<file path="config.mk">
export PLATFORM = sky130hd
export DESIGN_NAME = ctrl_fsm_flat
export DESIGN_NICKNAME = d
export VERILOG_FILES = /design/src/rtl/ctrl_fsm_if.sv /design/src/rtl/ctrl_fsm.sv /design/src/flat_wrapper.sv
export SDC_FILE = /design/constraint.sdc
export NUM_CORES = 1
export LEC_CHECK = 0
export CORE_MARGIN = 4
export CORE_UTILIZATION = 26
export DETAILED_ROUTE_END_ITERATION = 8
export HOLD_SLACK_MARGIN = 0.02
export MAX_ROUTING_LAYER = met4
export PLACE_DENSITY = 0.8
export SLEW_MARGIN = 20
export SYNTH_ARGS = -nofsm -noshare
export SYNTH_HDL_FRONTEND = slang
export SYNTH_SLANG_ARGS = --single-unit
</file>
<file path="constraint.sdc">
create_clock -name Clock -period 1.6 [get_ports Clock]
set_input_delay 0.32 -clock Clock [delete_from_list [all_inputs] [get_ports Clock]]
set_output_delay 0.32 -clock Clock [all_outputs]
set_load 0.02 [all_outputs]
</file>
<file path="src/rtl/ctrl_fsm_if.sv">
// Control bundle between ctrl_fsm and the 16-bit datapath.
// master = control unit, slave = datapath.
interface ctrl_fsm_if;
  logic [15:0] IR;
  logic        PC_clr;
  logic        PC_up;
  logic        IR_ld;
  logic [7:0]  D_addr;
  logic        D_wr;
  logic        RF_s;
  logic [3:0]  RF_W_addr;
  logic        RF_W_en;
  logic [3:0]  RF_Ra_addr;
  logic [3:0]  RF_Rb_addr;
  logic [2:0]  ALU_s0;
  logic [3:0]  CurrentState;

  modport master (
    input  IR,
    output PC_clr, PC_up, IR_ld,
    output D_addr, D_wr, RF_s,
    output RF_W_addr, RF_W_en,
    output RF_Ra_addr, RF_Rb_addr,
    output ALU_s0, CurrentState
  );

  modport slave (
    output IR,
    input  PC_clr, PC_up, IR_ld,
    input  D_addr, D_wr, RF_s,
    input  RF_W_addr, RF_W_en,
    input  RF_Ra_addr, RF_Rb_addr,
    input  ALU_s0, CurrentState
  );
endinterface

</file>
<file path="src/rtl/ctrl_fsm.sv">
// Fetch/decode/execute control unit for the 16-bit datapath.
// CTRL_HALT_EN: opcode 0101 parks the FSM in HALT until reset.
module ctrl_fsm (
  input  logic        Clock,
  input  logic        Resetn,
  ctrl_fsm_if.master  bus
);

  typedef enum logic [3:0] {
    S_INIT   = 4'd0,
    S_FETCH  = 4'd1,
    S_DECODE = 4'd2,
    S_NOOP   = 4'd3,
    S_LOAD_A = 4'd4,
    S_LOAD_B = 4'd5,
    S_STORE  = 4'd6,
    S_ADD    = 4'd7,
    S_SUB    = 4'd8
`ifdef CTRL_HALT_EN
    , S_HALT = 4'd9
`endif
  } state_e;

  localparam logic [3:0] OP_STORE = 4'b0001;
  localparam logic [3:0] OP_LOAD  = 4'b0010;
  localparam logic [3:0] OP_ADD   = 4'b0011;
  localparam logic [3:0] OP_SUB   = 4'b0100;
`ifdef CTRL_HALT_EN
  localparam logic [3:0] OP_HALT  = 4'b0101;
`endif

  state_e state_q;
  state_e state_d;
  state_e dec_st;

  logic [3:0] op;
  assign op = bus.IR[15:12];

  // reserved opcodes fall through to the NOOP path
  always_comb begin
    dec_st = S_NOOP;
    unique case (1'b1)
      (op == OP_STORE): dec_st = S_STORE;
      (op == OP_LOAD):  dec_st = S_LOAD_A;
      (op == OP_ADD):   dec_st = S_ADD;
      (op == OP_SUB):   dec_st = S_SUB;
`ifdef CTRL_HALT_EN
      (op == OP_HALT):  dec_st = S_HALT;
`endif
      default:          dec_st = S_NOOP;
    endcase
  end

  always_ff @(posedge Clock or negedge Resetn) begin
    if (!Resetn) state_q <= S_INIT;
    else         state_q <= state_d;
  end

  always_comb begin
    state_d        = S_INIT;
    bus.PC_clr     = 1'b0;
    bus.PC_up      = 1'b0;
    bus.IR_ld      = 1'b0;
    bus.D_addr     = 8'd0;
    bus.D_wr       = 1'b0;
    bus.RF_s       = 1'b0;
    bus.RF_W_addr  = 4'd0;
    bus.RF_W_en    = 1'b0;
    bus.RF_Ra_addr = 4'd0;
    bus.RF_Rb_addr = 4'd0;
    bus.ALU_s0     = 3'b000;
    bus.CurrentState = state_q;
    unique case (state_q)
      S_INIT: begin
        bus.PC_clr = 1'b1;
        state_d    = S_FETCH;
      end
      S_FETCH: begin
        bus.IR_ld = 1'b1;
        bus.PC_up = 1'b1;
        state_d   = S_DECODE;
      end
      S_DECODE: state_d = dec_st;
      S_NOOP:   state_d = S_FETCH;
      S_LOAD_A: begin
        bus.D_addr    = bus.IR[11:4];
        bus.RF_s      = 1'b1;
        bus.RF_W_addr = bus.IR[3:0];
        state_d       = S_LOAD_B;
      end
      S_LOAD_B: begin
        bus.D_addr    = bus.IR[11:4];
        bus.RF_s      = 1'b1;
        bus.RF_W_addr = bus.IR[3:0];
        bus.RF_W_en   = 1'b1;
        state_d       = S_FETCH;
      end
      S_STORE: begin
        bus.D_addr     = bus.IR[11:4];
        bus.RF_Ra_addr = bus.IR[3:0];
        bus.D_wr       = 1'b1;
        state_d        = S_FETCH;
      end
      S_ADD, S_SUB: begin
        bus.RF_Ra_addr = bus.IR[11:8];
        bus.RF_Rb_addr = bus.IR[7:4];
        bus.RF_W_addr  = bus.IR[3:0];
        bus.RF_W_en    = 1'b1;
        bus.ALU_s0     = (state_q == S_SUB) ? 3'b010 : 3'b001;
        state_d        = S_FETCH;
      end
`ifdef CTRL_HALT_EN
      S_HALT: state_d = S_HALT;
`endif
      default: state_d = S_INIT;
    endcase
  end

endmodule

</file>
<file path="src/flat_wrapper.sv">
// flat-port wrapper written by rule: the top's interface ports become plain ports
module ctrl_fsm_flat 
  (Clock, Resetn, bus_IR, bus_PC_clr, bus_PC_up, bus_IR_ld, bus_D_addr, bus_D_wr, bus_RF_s, bus_RF_W_addr, bus_RF_W_en, bus_RF_Ra_addr, bus_RF_Rb_addr, bus_ALU_s0, bus_CurrentState);
  ctrl_fsm_if bus_i ();
  input  logic Clock;
  input  logic Resetn;
  input wire logic [$bits(bus_i.IR)-1:0] bus_IR;
  output wire logic [$bits(bus_i.PC_clr)-1:0] bus_PC_clr;
  output wire logic [$bits(bus_i.PC_up)-1:0] bus_PC_up;
  output wire logic [$bits(bus_i.IR_ld)-1:0] bus_IR_ld;
  output wire logic [$bits(bus_i.D_addr)-1:0] bus_D_addr;
  output wire logic [$bits(bus_i.D_wr)-1:0] bus_D_wr;
  output wire logic [$bits(bus_i.RF_s)-1:0] bus_RF_s;
  output wire logic [$bits(bus_i.RF_W_addr)-1:0] bus_RF_W_addr;
  output wire logic [$bits(bus_i.RF_W_en)-1:0] bus_RF_W_en;
  output wire logic [$bits(bus_i.RF_Ra_addr)-1:0] bus_RF_Ra_addr;
  output wire logic [$bits(bus_i.RF_Rb_addr)-1:0] bus_RF_Rb_addr;
  output wire logic [$bits(bus_i.ALU_s0)-1:0] bus_ALU_s0;
  output wire logic [$bits(bus_i.CurrentState)-1:0] bus_CurrentState;
  assign bus_i.IR = bus_IR;
  assign bus_PC_clr = bus_i.PC_clr;
  assign bus_PC_up = bus_i.PC_up;
  assign bus_IR_ld = bus_i.IR_ld;
  assign bus_D_addr = bus_i.D_addr;
  assign bus_D_wr = bus_i.D_wr;
  assign bus_RF_s = bus_i.RF_s;
  assign bus_RF_W_addr = bus_i.RF_W_addr;
  assign bus_RF_W_en = bus_i.RF_W_en;
  assign bus_RF_Ra_addr = bus_i.RF_Ra_addr;
  assign bus_RF_Rb_addr = bus_i.RF_Rb_addr;
  assign bus_ALU_s0 = bus_i.ALU_s0;
  assign bus_CurrentState = bus_i.CurrentState;
  ctrl_fsm u_core (.Clock(Clock), .Resetn(Resetn), .bus(bus_i));
endmodule
</file>
==> flow_summary_export.csv, run 1 <==
group,metric,value,unit
worst_setup_path,cp.arrival,1.61,ns
cts,numCtsBuffers,3,
logic_synthesis,synthSimpleGateAreaFrac,0.404,
logic_synthesis,synth_mux_area_frac,0,
drt,drc_errors,0,
logic_synthesis,yosysMostFrequentCell,"and3_1",
timing,setup_viol,26,
logic_synthesis,synth_edf_count,0,
logic_synthesis,synth_nets,82,
pwr,total_leakage_power,0.634,nW
cts,cts.clk_slew.worst_paths,0.05,ns
pwr,peakVddDrop,0.000858,V
drt,route.vias.total,712,
cts,cts_tree,"yes",
logic_synthesis,yosysTopAreaCell,"dfrtp_1",
drt,antenna_left,0,
timing,fmax,517,MHz
cts,ctsLongestPathBuffers,2,
global_route,antenna_found_initial,0,
worst_setup_path,cp-start-kind,"register",
logic_synthesis,synth_compound_area_frac,0.264,
worst_setup_path,crit_type,"register to output pin",
placement,io_buffers,49,
timing,worst_slack,-0.334,ns
cts,insertion_delay,0.24,ns
worst_setup_path,cpMaxStageDelayCell,"or4b_4",
timing,fin_crit_sh,1.21,
logic_synthesis,synth_top_area_frac,0.197,
drt,avgRoutedWirePerCell,15.1,um
worst_setup_path,reg2regPathDepth,6,
die,die_w,52.2,um
global_route,grt_start_max_net_pins,13,
die,pin_count,51,
global_route,grt_util_all_layers,0.181,
logic_synthesis,synth.avg_cell_area,7.94,um^2
run_status,status,"complete, but fails checks",
cts,htree_levels,1,
die,core_area,1780,um^2
die,rows,15,
timing,period_needed,1.93,ns
cells_and_area,fin_nets,146,
worst_setup_path,cp_max_fo,8,
cells_and_area,drive_gt1_frac,0.661,
worst_setup_path,crit_path_max_incr_delay,0.54,ns
pwr,power_density,1010,nW/um^2
die,start_util,0.285,
die,dieArea,2720,um^2
logic_synthesis,synth_xor_area_frac,0.0172,
placement,dpl.hpwl,1820,um
logic_synthesis,synthFlopType,"dfrtp_1",
placement,dp_cells,143,
hold_path,min_path_type,"input port to asynchronous set/reset pin",
drt,totalWireLength,2290,um
placement,dp_slack,-0.582,ns
logic_synthesis,synthAdderAreaFrac,0,
worst_setup_path,crit_chain,"or4b_4, o21ai_4, and2_4, buf_6",
worst_setup_path,worstSetupEndpointType,"output pin",
cts,cts_root_buf,"clkbuf_4",
logic_synthesis,synth_top_family_by_area,"simple AND/OR/NAND/NOR gates",
cells_and_area,antenna_cells,0,
drt,drt_iter0_markers,7,
cells_and_area,fill_cells,118,
cts,clock_sinks,4,
global_route,grt_pass1_wl,3640,um
logic_synthesis,synthArstFlopShare,1.00,
timing,hold_viol_final,0,
worst_setup_path,cp.required,1.28,ns
timing,rsz0062_at_grt,"true",
logic_synthesis,ys_seq_area_frac,0.197,
logic_synthesis,netlist_area,508,um^2
timing,fin_skew,0.0113,ns
cells_and_area,largest_reg_flops,4,
die,die_h,52.2,um
drt,firstDrtPassIters,4,
cells_and_area,layoutNonFillerInstCount,152,
logic_synthesis,synth_warnings,0,
global_route,grt_pass1_vias,748,
drt,via_per_inst,4.68,
logic_synthesis,netlist_instances,64,
cells_and_area,syn_to_final_growth,170,%
logic_synthesis,synth_cell_types,30,
logic_synthesis,synth_commonest_cells,"8 x and3_1, 5 x nor2_1",
run_status,violations,"setup timing",
logic_synthesis,synth_area_leaders,"dfrtp_1 20%, and3_1 9.9%, a22o_1 6.9%",
logic_synthesis,yosys_register_bits,4,
timing,maxSlewViolCount,0,
placement,place.gp.congestion,0.735,
run,cap_viol_max_count,0,
global_route,gr-total-overflow,0,
==> where the power goes <==
part,internal (mW),switching (mW)
clock,0.0940,0.0486
combinational,0.533,0.548
sequential,0.136,0.0176
total,0.764,0.615
==> metal layers <==
metal / GRT usage / up-vias / wire length, um
li1: - / 358 / -
met1: 0.209 / 337 / 863
met2: 0.333 / 15 / 1350
met3: 0.0228 / 2 / 68
met4: 0.0383 / 0 / 12
met5: - / - / 0
==> kinds of logic after synthesis <==
family	after synthesis
AND/OR/NAND/NOR	33
AO/OA/AOI/OAI	16
buffers and inverters	9
flip-flops	4
XOR/XNOR	1
other	1
==> critical path, delay by kind of cell (launching register included) <==
| family | cells | cell delay (ns) |
|---|---|---|
| buffers and inverters | 1 | 0.11 |
| AO/OA/AOI/OAI | 1 | 0.14 |
| AND/OR/NAND/NOR | 2 | 0.74 |
| flip-flops | 1 | 0.39 |
==> path summary, 6_finish.rpt <==
check	from	end	slack [ns]
hold reg to reg	u_core.bus.CurrentState[3]	u_core.bus.CurrentState[2]	0.64
max in group asynchronous	Resetn	u_core.bus.CurrentState[0]	1.11
min in group Clock	u_core.bus.CurrentState[3]	u_core.bus.CurrentState[2]	0.64
setup reg to reg	u_core.bus.CurrentState[2]	u_core.bus.CurrentState[2]	0.12
hold / removal	Resetn	u_core.bus.CurrentState[2]	0.28
setup / recovery	u_core.bus.CurrentState[0]	bus_RF_Rb_addr[1]	-0.33
==> per-stage QoR <==
stage	util	total power, mW	hold slack [ns]	cell area, um^2	setup TNS, ns
after floorplan	-	0.728	0.0244	639	-1.52
after global placement	0.673	1.10	0.537	1200	-12.43
after detailed placement	0.673	1.12	0.543	1200	-12.93
after CTS	0.724	1.31	0.291	1290	-5.71
after global routing	0.768	1.47	0.295	1370	-7.59
final	0.768	1.38	0.282	1370	-5.97
==> area by class of cell <==
cell class | instances | area, um^2 | area share
clock buffer | 4 | 26.3 | 0.0192
inverter | 2 | 7.51 | 0.00548
multi-input combinational | 51 | 556 | 0.405
sequential | 4 | 104 | 0.0758
tap | 25 | 31.3 | 0.0228
timing repair buffer | 66 | 646 | 0.471
==> timing repair <==
item / 4_1_cts / 5_1_grt
setup buffers: 2 / 2
gates resized for setup: 170 / 16
pin swaps: 10 / 3
endpoints found under the setup margin: 32 / 29
gates cloned: 1 / 0
hold buffers: 0 / 0
==> placed cells by master, fill, tap and decap left out, types with 2 or more instances in the layout <==
master and count:
nand2_1 2, dlygate4sd2_1 4, dfrtp_2 3, clkdlybuf4s50_1 17, buf_6 27, buf_4 16, nor3b_4 2, clkbuf_4 3
a22o_4 4, nor2_1 5, and2_4 4, a21boi_4 3, and3_4 7
(Power assumes the default switching activity.)
==> inputs of run 2 (changes only) <==
--- a/config.mk
+++ b/config.mk
@@ -10,7 +10,7 @@
 export DETAILED_ROUTE_END_ITERATION = 8
 export HOLD_SLACK_MARGIN = 0.02
 export MAX_ROUTING_LAYER = met4
-export PLACE_DENSITY = 0.8
+export PLACE_DENSITY = 0.87
 export SLEW_MARGIN = 20
 export SYNTH_ARGS = -nofsm -noshare
 export SYNTH_HDL_FRONTEND = slang
==> run 2 against run 1 <==
  * The run still ends with setup timing left
  * Clock skew down 0.0065 ns
  * Non-clock buffer count unchanged
  * Core utilization down 3.7 points
  * Critical path depth up 1
  * Power down 4.7%
  * Routed wire length up 3.7%
  * Combinational power down 6%
  * Maximum frequency down 0.46%
  * Global-route usage down 0.60 points
  * Final cell count unchanged
  * Sequential cell count unchanged
  * Register-to-register slack worse by 0.11 ns
  * Largest power group unchanged
  * Highest routed layer is now met3
==> flow_summary_export.csv, run 2 (same netlist as run 1, synthesis figures left out) <==
group,metric,value,unit
timing,period_needed,1.94,ns
run,cap_viol_max_count,0,
die,start_util,0.285,
timing,setup_tns,-5.48,ns
cts,insertion_delay,0.23,ns
die,die_w,52.2,um
run_status,violations,"setup timing",
worst_setup_path,cp_max_fo,2,
timing,fin_skew,0.00484,ns
pwr,peakVddDrop,0.000634,V
global_route,grt_util_all_layers,0.175,
pwr,pwr-share-comb,0.779,
worst_setup_path,worstSetupEndpointType,"output pin",
global_route,antenna_found_initial,0,
pwr,power_density,1010,nW/um^2
global_route,grt_start_max_net_pins,13,
cts,htree_levels,1,
worst_setup_path,cp.arrival,1.62,ns
drt,drt_iter0_markers,16,
timing,setup_viol,26,
global_route,gr-total-overflow,0,
drt,avgRoutedWirePerCell,15.6,um
placement,place_area,1180,um^2
pwr,p_sw_frac,0.449,
cells_and_area,largest_reg_flops,4,
worst_setup_path,crit_type,"register to output pin",
pwr,p_seq_frac,0.118,
cts,cts.clk_slew.worst_paths,0.04,ns
cells_and_area,fin_util,0.731,
drt,firstDrtPassIters,4,
worst_setup_path,reg2regPathDepth,6,
run_status,status,"complete, but fails checks",
cts,cts_tree,"yes",
timing,fmax,515,MHz
timing,fin_crit_sh,1.21,
die,dieArea,2720,um^2
global_route,grt_pass1_wl,3460,um
pwr,total_leakage_power,0.645,nW
worst_setup_path,timing.rr.end,"u_core.bus.CurrentState[2]",
die,core_area,1780,um^2
global_route,grt_pass1_vias,741,
cts,cts_root_buf,"clkbuf_4",
cells_and_area,multiInputGateArea,515,um^2
pwr,power.total,1.31,mW
cells_and_area,design_area,1300,um^2
worst_setup_path,cp-start-kind,"register",
placement,dp_slack,-0.591,ns
pwr,power.internal,0.723,mW
worst_setup_path,r2r_start,"u_core.bus.CurrentState[2]",
timing,worst_slack,-0.343,ns
worst_setup_path,crit_end,"bus_RF_W_en",
die,rows,15,
cells_and_area,drive_gt1_frac,0.591,
timing,hold_viol_final,0,
timing,maxSlewViolCount,0,
placement,dpl.hpwl,1820,um
worst_setup_path,cp.required,1.28,ns
cells_and_area,antenna_cells,0,
drt,antenna_left,0,
cells_and_area,final-seq-area,104,um^2
cts,clock_sinks,4,
cells_and_area,syn_to_final_growth,157,%
worst_setup_path,r2r_slack,0.01,ns
drt,via_per_inst,4.96,
placement,place.gp.congestion,0.774,
cts,ctsLongestPathBuffers,2,
cells_and_area,mostFrequentLayoutCells,"23 x buf_4, 20 x buf_6, 17 x clkdlybuf4s50_1",
die,die_h,52.2,um
cells_and_area,fin_nets,146,
drt,totalWireLength,2380,um
placement,io_buffers,49,
cells_and_area,layout_commonest_cell,"buf_4",
pwr,clkPwrFrac,0.103,
die,pin_count,51,
drt,route.vias.total,754,
cells_and_area,fill_cells,129,
pwr,p_sw,0.590,mW
timing,rsz0062_at_grt,"true",
worst_setup_path,startpoint,"u_core.bus.CurrentState[1]",
cts,numCtsBuffers,3,
drt,drc_errors,0,
hold_path,min_path_type,"input port to asynchronous set/reset pin",
run 2: cell type report:
type | count | share of cell area
multi-input combinational | 51 | 0.395
sequential | 4 | 0.0797
inverter | 2 | 0.00576
tap | 25 | 0.0240
timing repair buffer | 66 | 0.475
clock buffer | 4 | 0.0202
run 2: worst min path at each step:
stage | endpoint | slack (ns) | depth (start not counted)
after floorplan | u_core.bus.CurrentState[0] | 0.02 | 0
after global placement | u_core.bus.CurrentState[1] | 0.53 | 1
after detailed placement | u_core.bus.CurrentState[1] | 0.53 | 1
after CTS | u_core.bus.CurrentState[3] | 0.28 | 1
after global routing | u_core.bus.CurrentState[3] | 0.28 | 1
final | u_core.bus.CurrentState[3] | 0.29 | 1
run 2: power by group through the flow:
stage | Sequential (mW) | Clock, mW | Combinational [mW]
after global routing | 0.164 | 0.154 | 1.09
after detailed placement | 0.155 | 0 | 0.941
after floorplan | 0.198 | 0 | 0.529
after CTS | 0.154 | 0.140 | 0.964
final | 0.154 | 0.135 | 1.02
after global placement | 0.150 | 0 | 0.924
run 2: worst max-delay path: stages, from the launching register on:
cell     delay, ns
dfrtp_1       0.37
or4b_4        0.56
buf_4         0.16
buf_6         0.11
nand2_1       0.07
buf_6         0.12
run 2: repair_timing:
action | in CTS | in global routing
gates resized for setup | 164 | 6
setup buffers | 4 | 3
endpoints found under the setup margin | 32 | 28
hold buffers | 0 | 0
pin swaps | 7 | 3
run 2: through the flow:
stage               hold slack, ns  instances
global route                 0.279        152
finish                       0.285        152
global placement             0.531        141
floorplan                   0.0244         64
detailed placement           0.530        141
CTS                          0.283        149
run 2: routing by layer:
metal  up-vias  wire length, um  GRT usage
li1        359                -          -
met1       364              825      0.161
met2        31             1380      0.341
met3         0              168     0.0370
met4         0                0     0.0766
met5         -                0          -
==> inputs of run 3 (changes only) <==
--- a/config.mk
+++ b/config.mk
@@ -6,11 +6,11 @@
 export NUM_CORES = 1
 export LEC_CHECK = 0
 export CORE_MARGIN = 4
-export CORE_UTILIZATION = 26
+export CORE_UTILIZATION = 28
 export DETAILED_ROUTE_END_ITERATION = 8
 export HOLD_SLACK_MARGIN = 0.02
 export MAX_ROUTING_LAYER = met4
-export PLACE_DENSITY = 0.87
+export PLACE_DENSITY = 0.89
 export SLEW_MARGIN = 20
 export SYNTH_ARGS = -nofsm -noshare
 export SYNTH_HDL_FRONTEND = slang
==> constraint.sdc (replaced) <==
create_clock -name Clock -period 1.8 [get_ports Clock]
set_input_delay 0.36 -clock Clock [delete_from_list [all_inputs] [get_ports Clock]]
set_output_delay 0.36 -clock Clock [all_outputs]
set_load 0.02 [all_outputs]
==> run 3 against run 2 <==
  * The flow still finishes with violations (setup timing)
  * Worst setup slack improved by 0.052 ns
  * Routed wire length grew 14%
  * Core utilization up 6.0 points
==> flow_summary_export.csv, run 3 (same netlist as run 1, synthesis figures left out) <==
group,metric,value,unit
pwr,power_density,880,nW/um^2
cells_and_area,largest_reg_flops,4,
cells_and_area,multiInputGateArea,505,um^2
worst_setup_path,path_depth,5,
cells_and_area,mostFrequentLayoutCells,"31 x buf_6, 19 x clkdlybuf4s50_1, 9 x buf_4",
die,dieArea,2560,um^2
drt,antenna_left,0,
die,die_w,50.6,um
cells_and_area,final-seq-area,103,um^2
cts,htree_levels,1,
drt,drc_errors,0,
worst_setup_path,cpMaxStageDelayCell,"or4b_4",
worst_setup_path,cp-start-kind,"register",
drt,avgRoutedWirePerCell,17.8,um
cells_and_area,antenna_cells,0,
timing,rsz0062_at_grt,"true",
drt,route.vias.total,773,
pwr,peakVddDrop,0.000880,V
run,cap_viol_max_count,0,
worst_setup_path,crit_type,"register to output pin",
pwr,total_leakage_power,0.640,nW
drt,firstDrtPassIters,4,
worst_setup_path,cp.required,1.44,ns
timing,worst_slack,-0.291,ns
drt,wl_met1,1010,um
cts,cts.clk_slew.worst_paths,0.05,ns
die,start_util,0.294,
pwr,power.total,1.20,mW
run_status,violations,"setup timing",
run_status,status,"complete, but fails checks",
worst_setup_path,critPathTopFamily,"simple AND/OR/NAND/NOR gates",
placement,dpl.hpwl,1810,um
drt,totalWireLength,2710,um
die,die_h,50.6,um
worst_setup_path,reg2regPathDepth,5,
timing,period_needed,2.09,ns
global_route,grt_util_all_layers,0.197,
cts,numCtsBuffers,3,
cts,ctsLongestPathBuffers,2,
cts,cts_tree,"yes",
cts,cts_root_buf,"clkbuf_4",
drt,wl_met3,151,um
global_route,antenna_found_initial,0,
cells_and_area,fill_cells,111,
hold_path,min_path_type,"input port to asynchronous set/reset pin",
worst_setup_path,crit_path_max_incr_delay,0.56,ns
timing,setup_viol,23,
timing,maxSlewViolCount,0,
worst_setup_path,worstSetupEndpointType,"output pin",
timing,fin_skew,0.00532,ns
global_route,grt_pass1_vias,792,
drt,drt_iter0_markers,11,
placement,place.gp.congestion,0.776,
worst_setup_path,cp_max_fo,8,
cells_and_area,drive_gt1_frac,0.598,
cells_and_area,fin_nets,146,
drt,wl_met2,1420,um
worst_setup_path,cp.arrival,1.73,ns
cells_and_area,layout_commonest_cell,"buf_6",
placement,place_area,1120,um^2
cts,insertion_delay,0.24,ns
global_route,grt_start_max_net_pins,13,
placement,dp_cells,141,
timing,fin_crit_sh,1.16,
timing,hold_viol_final,0,
placement,io_buffers,49,
cells_and_area,design_area,1370,um^2
cells_and_area,syn_to_final_growth,169,%
timing,fmax,478,MHz
placement,dp_slack,-0.430,ns
worst_setup_path,crit_chain,"or4b_4, o21ai_4, buf_6, a22o_4, buf_6",
worst_setup_path,critPathBufInv,2,
die,core_area,1730,um^2
global_route,grt_pass1_wl,3780,um
global_route,gr-total-overflow,0,
drt,topRoutingLayerUsed,"met4",
cells_and_area,layoutNonFillerInstCount,152,
worst_setup_path,cp_common_cell,"buf_6",
die,rows,15,
cts,clock_sinks,4,
drt,via_per_inst,5.09,
die,pin_count,51,
-- run 3: per-layer routing --
metal,global-route usage,vias to the layer above
met1,0.184,357
li1,-,358
met4,0.0897,0
met5,-,-
met3,0.0386,14
met2,0.383,44
-- run 3: worst paths after layout --
kind                                                 start                         end  slack [ns]
worst max-delay path            u_core.bus.CurrentState[0]           bus_RF_Ra_addr[0]       -0.29
worst min-delay path                                Resetn  u_core.bus.CurrentState[0]        0.31
worst max register to register  u_core.bus.CurrentState[2]  u_core.bus.CurrentState[2]        0.36
worst min register to register  u_core.bus.CurrentState[3]  u_core.bus.CurrentState[2]        0.65
max in group asynchronous                           Resetn  u_core.bus.CurrentState[2]        1.30
min in group Clock              u_core.bus.CurrentState[3]  u_core.bus.CurrentState[2]        0.65
-- run 3: final cells by class --
| class | count | area share |
|---|---|---|
| sequential | 4 | 0.0751 |
| inverter | 2 | 0.00549 |
| clock buffer | 4 | 0.0192 |
| timing repair buffer | 66 | 0.507 |
| tap | 25 | 0.0229 |
| multi-input combinational | 51 | 0.370 |
-- run 3: through the flow --
| stage | hold WS (ns) | utilization | setup TNS [ns] |
|---|---|---|---|
| floorplan | 0.0644 | - | -0.564 |
| global placement | 0.568 | 0.648 | -7.74 |
| detailed placement | 0.570 | 0.648 | -8.27 |
| CTS | 0.319 | 0.694 | -1.89 |
| global route | 0.317 | 0.791 | -4.33 |
| finish | 0.313 | 0.791 | -2.83 |
-- run 3: power breakdown --
group | internal, mW | total (mW) | switching, mW | leakage, nW
combinational | 0.451 | 0.929 | 0.478 | 0.577
clock | 0.0838 | 0.130 | 0.0462 | 0.0150
sequential | 0.119 | 0.143 | 0.0237 | 0.0480
total | 0.654 | 1.20 | 0.548 | 0.640
-- run 3: repair_timing --
item / 4_1_cts / 5_1_grt
setup buffers: 6 / 2
hold buffers: 0 / 0
setup endpoints to repair: 28 / 30
pin swaps: 10 / 7
resized for setup: 148 / 51
